==> src/rtl/sarray_pkg.sv <==
// Shared constants and state encoding for the systolic array sequencer.
// Holds array geometry, TMMA field widths and the default drain length.
package sarray_pkg;

    localparam int SARRAY_H             = 64;
    localparam int TMMA_CNT_WIDTH       = 8;
    localparam int TMMA_PRECISION_WIDTH = 2;
    localparam int DRAIN_CYC            = 130;

    typedef enum logic [2:0] {
        ST_IDLE,
        ST_FEED,
        ST_DRAIN,
        ST_STORE,
        ST_DONE
    } state_e;

endpackage

==> src/rtl/sarray_lane_gen.sv <==
// Per-lane wavefront window: lane LANE is active for LANE <= s < LANE+K.
// Ports: en_i gate, s_i feed step, k_i K steps; valid_o, cnt_o = s-LANE.
module sarray_lane_gen
    import sarray_pkg::*;
#(
    parameter int CNT_W = 8,
    parameter int S_W   = 14,
    parameter int LANE  = 0
) (
    input  logic             en_i,
    input  logic [S_W-1:0]   s_i,
    input  logic [CNT_W-1:0] k_i,
    output logic             valid_o,
    output logic [CNT_W-1:0] cnt_o
);

    localparam logic [S_W-1:0] R = S_W'(LANE);

    logic [S_W-1:0] off;

    // off is only meaningful when s_i >= R, which gates valid_o
    assign off     = s_i - R;
    assign valid_o = en_i && (s_i >= R) && (off < S_W'(k_i));
    assign cnt_o   = valid_o ? off[CNT_W-1:0] : '0;

endmodule

==> src/rtl/sarray_ctrl.sv <==
// TMMA tile sequencer: skewed feed wavefront, drain wait, store-C, row count.
// Ports: cmd_* in, rd_* / left_* / top_* / post_storec / busy / done / err out.
module sarray_ctrl #(
    parameter int SARRAY_H  = sarray_pkg::SARRAY_H,
    parameter int CNT_W     = sarray_pkg::TMMA_CNT_WIDTH,
    parameter int PREC_W    = sarray_pkg::TMMA_PRECISION_WIDTH,
    parameter int DRAIN_CYC = sarray_pkg::DRAIN_CYC
) (
    input  logic                      clk,
    input  logic                      rst_n,
    input  logic                      cmd_valid_i,
    output logic                      cmd_ready_o,
    input  logic [CNT_W-1:0]          cmd_k_i,
    input  logic                      cmd_type_i,
    input  logic [PREC_W-1:0]         cmd_prec_i,
    input  logic                      cmd_acc_i,
    output logic                      rd_valid_o,
    output logic [CNT_W-1:0]          rd_idx_o,
    output logic [SARRAY_H-1:0]       left_valid_o,
    output logic [CNT_W*SARRAY_H-1:0] left_cnt_o,
    output logic [SARRAY_H-1:0]       left_type_o,
    output logic [PREC_W*SARRAY_H-1:0] left_prec_o,
    output logic [SARRAY_H:0]         left_acc_o,
    output logic [SARRAY_H-1:0]       top_valid_o,
    output logic [CNT_W*SARRAY_H-1:0] top_cnt_o,
    output logic                      post_storec_valid_o,
    input  logic [SARRAY_H:0]         bot_valid_i,
    output logic                      busy_o,
    output logic                      done_o,
    output logic                      err_o
);

    import sarray_pkg::*;

    // step counter must reach K+H-2
    localparam int S_W = CNT_W + $clog2(SARRAY_H) + 1;
    localparam int D_W = $clog2(DRAIN_CYC + 1);
    localparam int B_W = $clog2(SARRAY_H + 1);

    state_e                      state_q;
    logic [S_W-1:0]              s_q;
    logic [D_W-1:0]              d_q;
    logic [B_W-1:0]              b_q;
    logic [CNT_W-1:0]            k_q;
    logic                        type_q;
    logic [PREC_W-1:0]           prec_q;
    logic                        acc_q;

    logic                        rd_valid_q;
    logic [CNT_W-1:0]            rd_idx_q;
    logic [SARRAY_H-1:0]         left_valid_q;
    logic [CNT_W*SARRAY_H-1:0]   left_cnt_q;
    logic [SARRAY_H-1:0]         left_type_q;
    logic [PREC_W*SARRAY_H-1:0]  left_prec_q;
    logic [SARRAY_H:0]           left_acc_q;
    logic                        post_q;
    logic                        busy_q;
    logic                        done_q;
    logic                        err_q;

    logic [SARRAY_H-1:0]         lane_valid_d;
    logic [CNT_W*SARRAY_H-1:0]   lane_cnt_d;
    logic [SARRAY_H-1:0]         lane_type_d;
    logic [PREC_W*SARRAY_H-1:0]  lane_prec_d;
    logic [SARRAY_H-1:0]         lane_acc_d;

    logic                        feed;
    logic                        rd_en;
    logic                        early;
    logic [S_W-1:0]              s_last;
    logic                        unused_bot;

    assign feed   = (state_q == ST_FEED);
    assign rd_en  = feed && (s_q < S_W'(k_q));
    assign s_last = S_W'(k_q) + S_W'(SARRAY_H - 2);
    // a bottom beat before STORE means the array emitted stray results
    assign early  = (state_q == ST_IDLE) || feed ||
                    (state_q == ST_DRAIN);
    assign unused_bot = ^bot_valid_i[SARRAY_H:1];

    for (genvar r = 0; r < SARRAY_H; r++) begin : g_lane
        sarray_lane_gen #(
            .CNT_W(CNT_W),
            .S_W  (S_W),
            .LANE (r)
        ) u_lane (
            .en_i   (feed),
            .s_i    (s_q),
            .k_i    (k_q),
            .valid_o(lane_valid_d[r]),
            .cnt_o  (lane_cnt_d[r*CNT_W +: CNT_W])
        );
        assign lane_type_d[r] = lane_valid_d[r] & type_q;
        assign lane_acc_d[r]  = lane_valid_d[r] & acc_q;
        assign lane_prec_d[r*PREC_W +: PREC_W] =
            lane_valid_d[r] ? prec_q : '0;
    end

    always_ff @(posedge clk or negedge rst_n) begin
        if (!rst_n) begin
            state_q      <= ST_IDLE;
            s_q          <= '0;
            d_q          <= '0;
            b_q          <= '0;
            k_q          <= '0;
            type_q       <= 1'b0;
            prec_q       <= '0;
            acc_q        <= 1'b0;
            rd_valid_q   <= 1'b0;
            rd_idx_q     <= '0;
            left_valid_q <= '0;
            left_cnt_q   <= '0;
            left_type_q  <= '0;
            left_prec_q  <= '0;
            left_acc_q   <= '0;
            post_q       <= 1'b0;
            busy_q       <= 1'b0;
            done_q       <= 1'b0;
            err_q        <= 1'b0;
        end else begin
            left_valid_q <= lane_valid_d;
            left_cnt_q   <= lane_cnt_d;
            left_type_q  <= lane_type_d;
            left_prec_q  <= lane_prec_d;
            left_acc_q   <= {feed & acc_q, lane_acc_d};
            rd_valid_q   <= rd_en;
            rd_idx_q     <= rd_en ? s_q[CNT_W-1:0] : '0;
            post_q       <= 1'b0;
            done_q       <= 1'b0;
            if (bot_valid_i[0] && early) begin
                err_q <= 1'b1;
            end
            unique case (state_q)
                ST_IDLE: begin
                    if (cmd_valid_i) begin
                        if (cmd_k_i == '0) begin
                            err_q <= 1'b1;
                        end else begin
                            k_q     <= cmd_k_i;
                            type_q  <= cmd_type_i;
                            prec_q  <= cmd_prec_i;
                            acc_q   <= cmd_acc_i;
                            s_q     <= '0;
                            b_q     <= '0;
                            busy_q  <= 1'b1;
                            state_q <= ST_FEED;
                        end
                    end
                end
                ST_FEED: begin
                    if (s_q == s_last) begin
                        d_q     <= '0;
                        state_q <= ST_DRAIN;
                    end else begin
                        s_q <= s_q + S_W'(1);
                    end
                end
                ST_DRAIN: begin
                    if (d_q == D_W'(DRAIN_CYC - 1)) begin
                        b_q     <= '0;
                        post_q  <= 1'b1;
                        state_q <= ST_STORE;
                    end else begin
                        d_q <= d_q + D_W'(1);
                    end
                end
                ST_STORE: begin
                    if (bot_valid_i[0]) begin
                        if (b_q == B_W'(SARRAY_H - 1)) begin
                            b_q     <= B_W'(SARRAY_H);
                            done_q  <= 1'b1;
                            state_q <= ST_DONE;
                        end else begin
                            b_q <= b_q + B_W'(1);
                        end
                    end
                end
                ST_DONE: begin
                    busy_q  <= 1'b0;
                    state_q <= ST_IDLE;
                end
                default: begin
                    busy_q  <= 1'b0;
                    state_q <= ST_IDLE;
                end
            endcase
        end
    end

    assign cmd_ready_o         = (state_q == ST_IDLE);
    assign rd_valid_o          = rd_valid_q;
    assign rd_idx_o            = rd_idx_q;
    assign left_valid_o        = left_valid_q;
    assign left_cnt_o          = left_cnt_q;
    assign left_type_o         = left_type_q;
    assign left_prec_o         = left_prec_q;
    assign left_acc_o          = left_acc_q;
    assign top_valid_o         = left_valid_q;
    assign top_cnt_o           = left_cnt_q;
    assign post_storec_valid_o = post_q;
    assign busy_o              = busy_q;
    assign done_o              = done_q;
    assign err_o               = err_q;

endmodule

==> config.mk <==
export PLATFORM = sky130hd
export DESIGN_NAME = sarray_ctrl
export DESIGN_NICKNAME = d
export VERILOG_FILES = /design/src/rtl/sarray_pkg.sv /design/src/rtl/sarray_lane_gen.sv /design/src/rtl/sarray_ctrl.sv
export SDC_FILE = /design/constraint.sdc
export NUM_CORES = 2
export LEC_CHECK = 0
export ABC_AREA = 1
export BUFFER_PORTS_ARGS = -buffer_cell sky130_fd_sc_hd__buf_4
export CAP_MARGIN = 20
export CELL_PAD_IN_SITES_DETAIL_PLACEMENT = 0
export CELL_PAD_IN_SITES_GLOBAL_PLACEMENT = 1
export CORE_AREA = 5 5 583 585
export DETAILED_ROUTE_END_ITERATION = 10
export DIE_AREA = 0 0 588 590
export PLACE_DENSITY = 0.47
export SLEW_MARGIN = 20
export SYNTH_ARGS = -nofsm -noshare
export SYNTH_HDL_FRONTEND = slang
export SYNTH_HIERARCHICAL = 1
export SYNTH_SLANG_ARGS = --single-unit
==> constraint.sdc <==
create_clock -name clk -period 16.8 [get_ports clk]
set_input_delay 0.84 -clock clk [delete_from_list [all_inputs] [get_ports clk]]
set_output_delay 0.84 -clock clk [all_outputs]
set_load 0.02 [all_outputs]
==> metrics <==
Post-Route Utilization 0.260; Total Routed Length 356 mm; fin crit period 5.26 ns; mapped cell area 70200 µm²; H-tree depth 3; FF-to-FF setup slack 11.54 ns; status completed; Die ar. 347000 µm²; Clock Latency Late Sink 0.87 ns; max-slew violations 0; top cell type by total area after synthesis dfrtp_1; final worst slack 11.54 ns; Post-CTS Resized 0; Post-synth top cells 2220 x nand2_1, 2046 x inv_1, 1058 x nor2_1; Sink Count 891; core area 335000 µm²; routed len/inst 23.2 µm; Syn Nets 10400; top cells by area, synth dfrtp_1 32%, nand2_1 12%, inv_1 11%, ha_1 9.4%, buf_4 6.2%; Internal Pwr Total 6030 µW; CP Capture Type flip-flop; Fillers 36800; total CTS buffers 118; pre-CTS setup slack 11.40 ns; HPWL after DPL 270 mm; P per Cell Area 140 nW/µm²; share of cells above drive strength 1 0.258; Slowest cell on crit path dfrtp_4; Max Freq 0.190 GHz; Pre-antenna DRT Iters 5; Yosys top cell area share 0.318; CP bufs+invs 7; total grt overflow 0; Final #Nets 11400; FF+latch count, synth 891; Tcrit/Tclk final 0.313; CTS Hold Buffers Added 1; Crit Path Category flip-flop to flip-flop; Clock Pin Slew Worst Setup and Hold Paths 0.07 ns; TritonCTS clock tree done; DIE HEIGHT 590 µm; maximum clock path buffer count 4; most used cell, CP inv_1; async set-reset flop share out of synthesis 1.00; sequential-to-total area share from yosys stat 0.318; GPL Wtd Cong 0.838; FP Rows 213; Post-synth EDFFs 0; GRT Total Usage 0.197; First DRT Iteration DRCs 3940; RSZ-0062 raised after global routing false; max cap viols 0; leakage 0.0510 µW; clock share of power 0.212; part of the power in registers 0.211; # port buffers 1438; Critical Path Fanout Max 33; die width 588 µm; first-pass GRT wire length 491 mm; pin count of the biggest net entering global routing 147; Synth Instances 9764; post-route ant nets 0; Tightest Hold Check Type input port to flip-flop; vias in the first global route 63300; count leader, synth nand2_1; Worst path top cell family by delay buffers and inverters; Worst Tran Pin Value 1.06 ns; initial antenna violation count 41; Netlist cell types 57; Psw 6170 µW; synthesized area per cell 7.19 µm²; Critical Path RT 17.61 ns; DRC 0; Via Count 63700; Switching Share 0.506; Initial Utilization 0.210; worst rel slew slack 0.292; YS warnings 6; Sum Neg Setup Slack 0 ns; Post-CTS Setup Inserts 0; Final Hold Viols 0; Max VDD drop 0.0833 mV; P&R area growth vs syn 23.9%; ys flop type dfrtp_1; vias per inst 4.15; Worst EP arrival 6.07 ns; Total Power 12200 µW; startpoint types flip-flop; Final setup viols 0; max incr delay on CP 0.68 ns; CP cell instances buf_4 -> buf_4 -> buf_4 -> inv_1 -> ha_1 -> inv_1 -> nand3_2 -> xor2_1 -> inv_1 -> ha_1 -> nand2_1 -> a21oi_1 -> nor2_1 -> nand2_1 -> nand3_1 -> nand3_4 -> nor2_1 -> nand2_1 -> inv_1; combinational cell fraction of total power 0.576; root cell of the clock tree clkbuf_16; Setup Skew 0.0877 ns; Ports 1503
==> registers in the layout (all words and copies together) (netlist names), 7 cells and up <==
| register | flops |
|---|---|
| left_cnt_o | 512 |
| left_valid_o | 64 |
| rd_idx_o | 8 |
| d_q | 8 |
| s_q | 15 |
| left_prec_o | 128 |
| b_q | 7 |
| k_q | 8 |
| left_type_o | 64 |
| left_acc_o | 65 |
==> routing by layer <==
| layer | global-route usage | share of wire | vias up |
|---|---|---|---|
| li1 | - | - | 31100 |
| met1 | 0.255 | 0.44 | 30600 |
| met2 | 0.335 | 0.47 | 1722 |
| met3 | 0.0432 | 0.062 | 258 |
| met4 | 0.0434 | 0.024 | 0 |
| met5 | 0 | 0 | - |
==> final cells by class <==
class / instances / area, µm² / share of cell area
clock inverter: 55 / 571 / 0.00656
clock buffer: 157 / 3290 / 0.0378
antenna: 18 / 45.0 / 0.000518
timing repair buffer: 1558 / 11800 / 0.136
multi-input combinational: 6095 / 35300 / 0.405
inverter: 2161 / 8120 / 0.0933
sequential: 891 / 22400 / 0.257
tap: 4407 / 5510 / 0.0634
==> per-stage QoR <==
stage / std cells / hold slack, ns / area, µm²
floorplan: 9764 / 0.479 / 70200
global placement: 15100 / 0.500 / 83100
detailed placement: 15100 / 0.508 / 83100
CTS: 15300 / 0.122 / 87000
global route: 15300 / 0.143 / 87000
finish: 15300 / 0.213 / 87000
==> worst reg2reg max path: cells and delay by family, from the launching register on <==
kind | cells | cell delay [ns]
flip-flops | 1 | 0.68
adder cells (fa/ha/maj) | 2 | 0.58
AND/OR/NAND/NOR | 8 | 1.34
XOR/XNOR | 1 | 0.26
buffers and inverters | 7 | 2.29
AO/OA/AOI/OAI | 1 | 0.05
==> power by group through the flow <==
stage	sequential [µW]	combinational (µW)	clock [µW]
2_1_floorplan	2680	5030	0
3_3_place_gp	2640	7020	0
3_5_place_dp	2640	7090	0
4_1_cts	2600	7130	2690
5_1_grt	2600	8060	2760
6_report	2580	7030	2590
==> cells in the final DEF, fill, tap and decap left out, types with 110 or more instances in the layout <==
cell | netlist | routed
nor3_2 | 155 | 155
clkbuf_16 | 0 | 119
nor2_2 | 300 | 300
ha_1 | 529 | 529
nand2_2 | 175 | 175
xor2_1 | 191 | 191
nand3_1 | 487 | 487
nand2_1 | 2220 | 2220
a21oi_1 | 208 | 208
inv_1 | 2046 | 2046
nand4_1 | 110 | 110
buf_4 | 579 | 1547
nor2_1 | 1058 | 1058
dfrtp_1 | 891 | 864
==> cells by family after synthesis <==
kind of cell    after synthesis  share of synthesized area
flops                       891                      0.318
compound gates              439                     0.0362
buf+inv                    2778                      0.180
xor+xnor                    233                     0.0291
simple gates               4894                      0.343
fa+ha+maj                   529                     0.0943
==> final timing paths <==
check,cells past startpoint,end,startpoint
max,19,left_prec_o[26],s_q[1]
min,3,err_o,cmd_valid_i
max reg2reg,19,left_prec_o[26],s_q[1]
min reg2reg,2,d_q[5],d_q[5]
max in group asynchronous,6,left_cnt_o[260],rst_n
min in group asynchronous,2,left_cnt_o[265],rst_n
(Power assumes the default switching activity.)
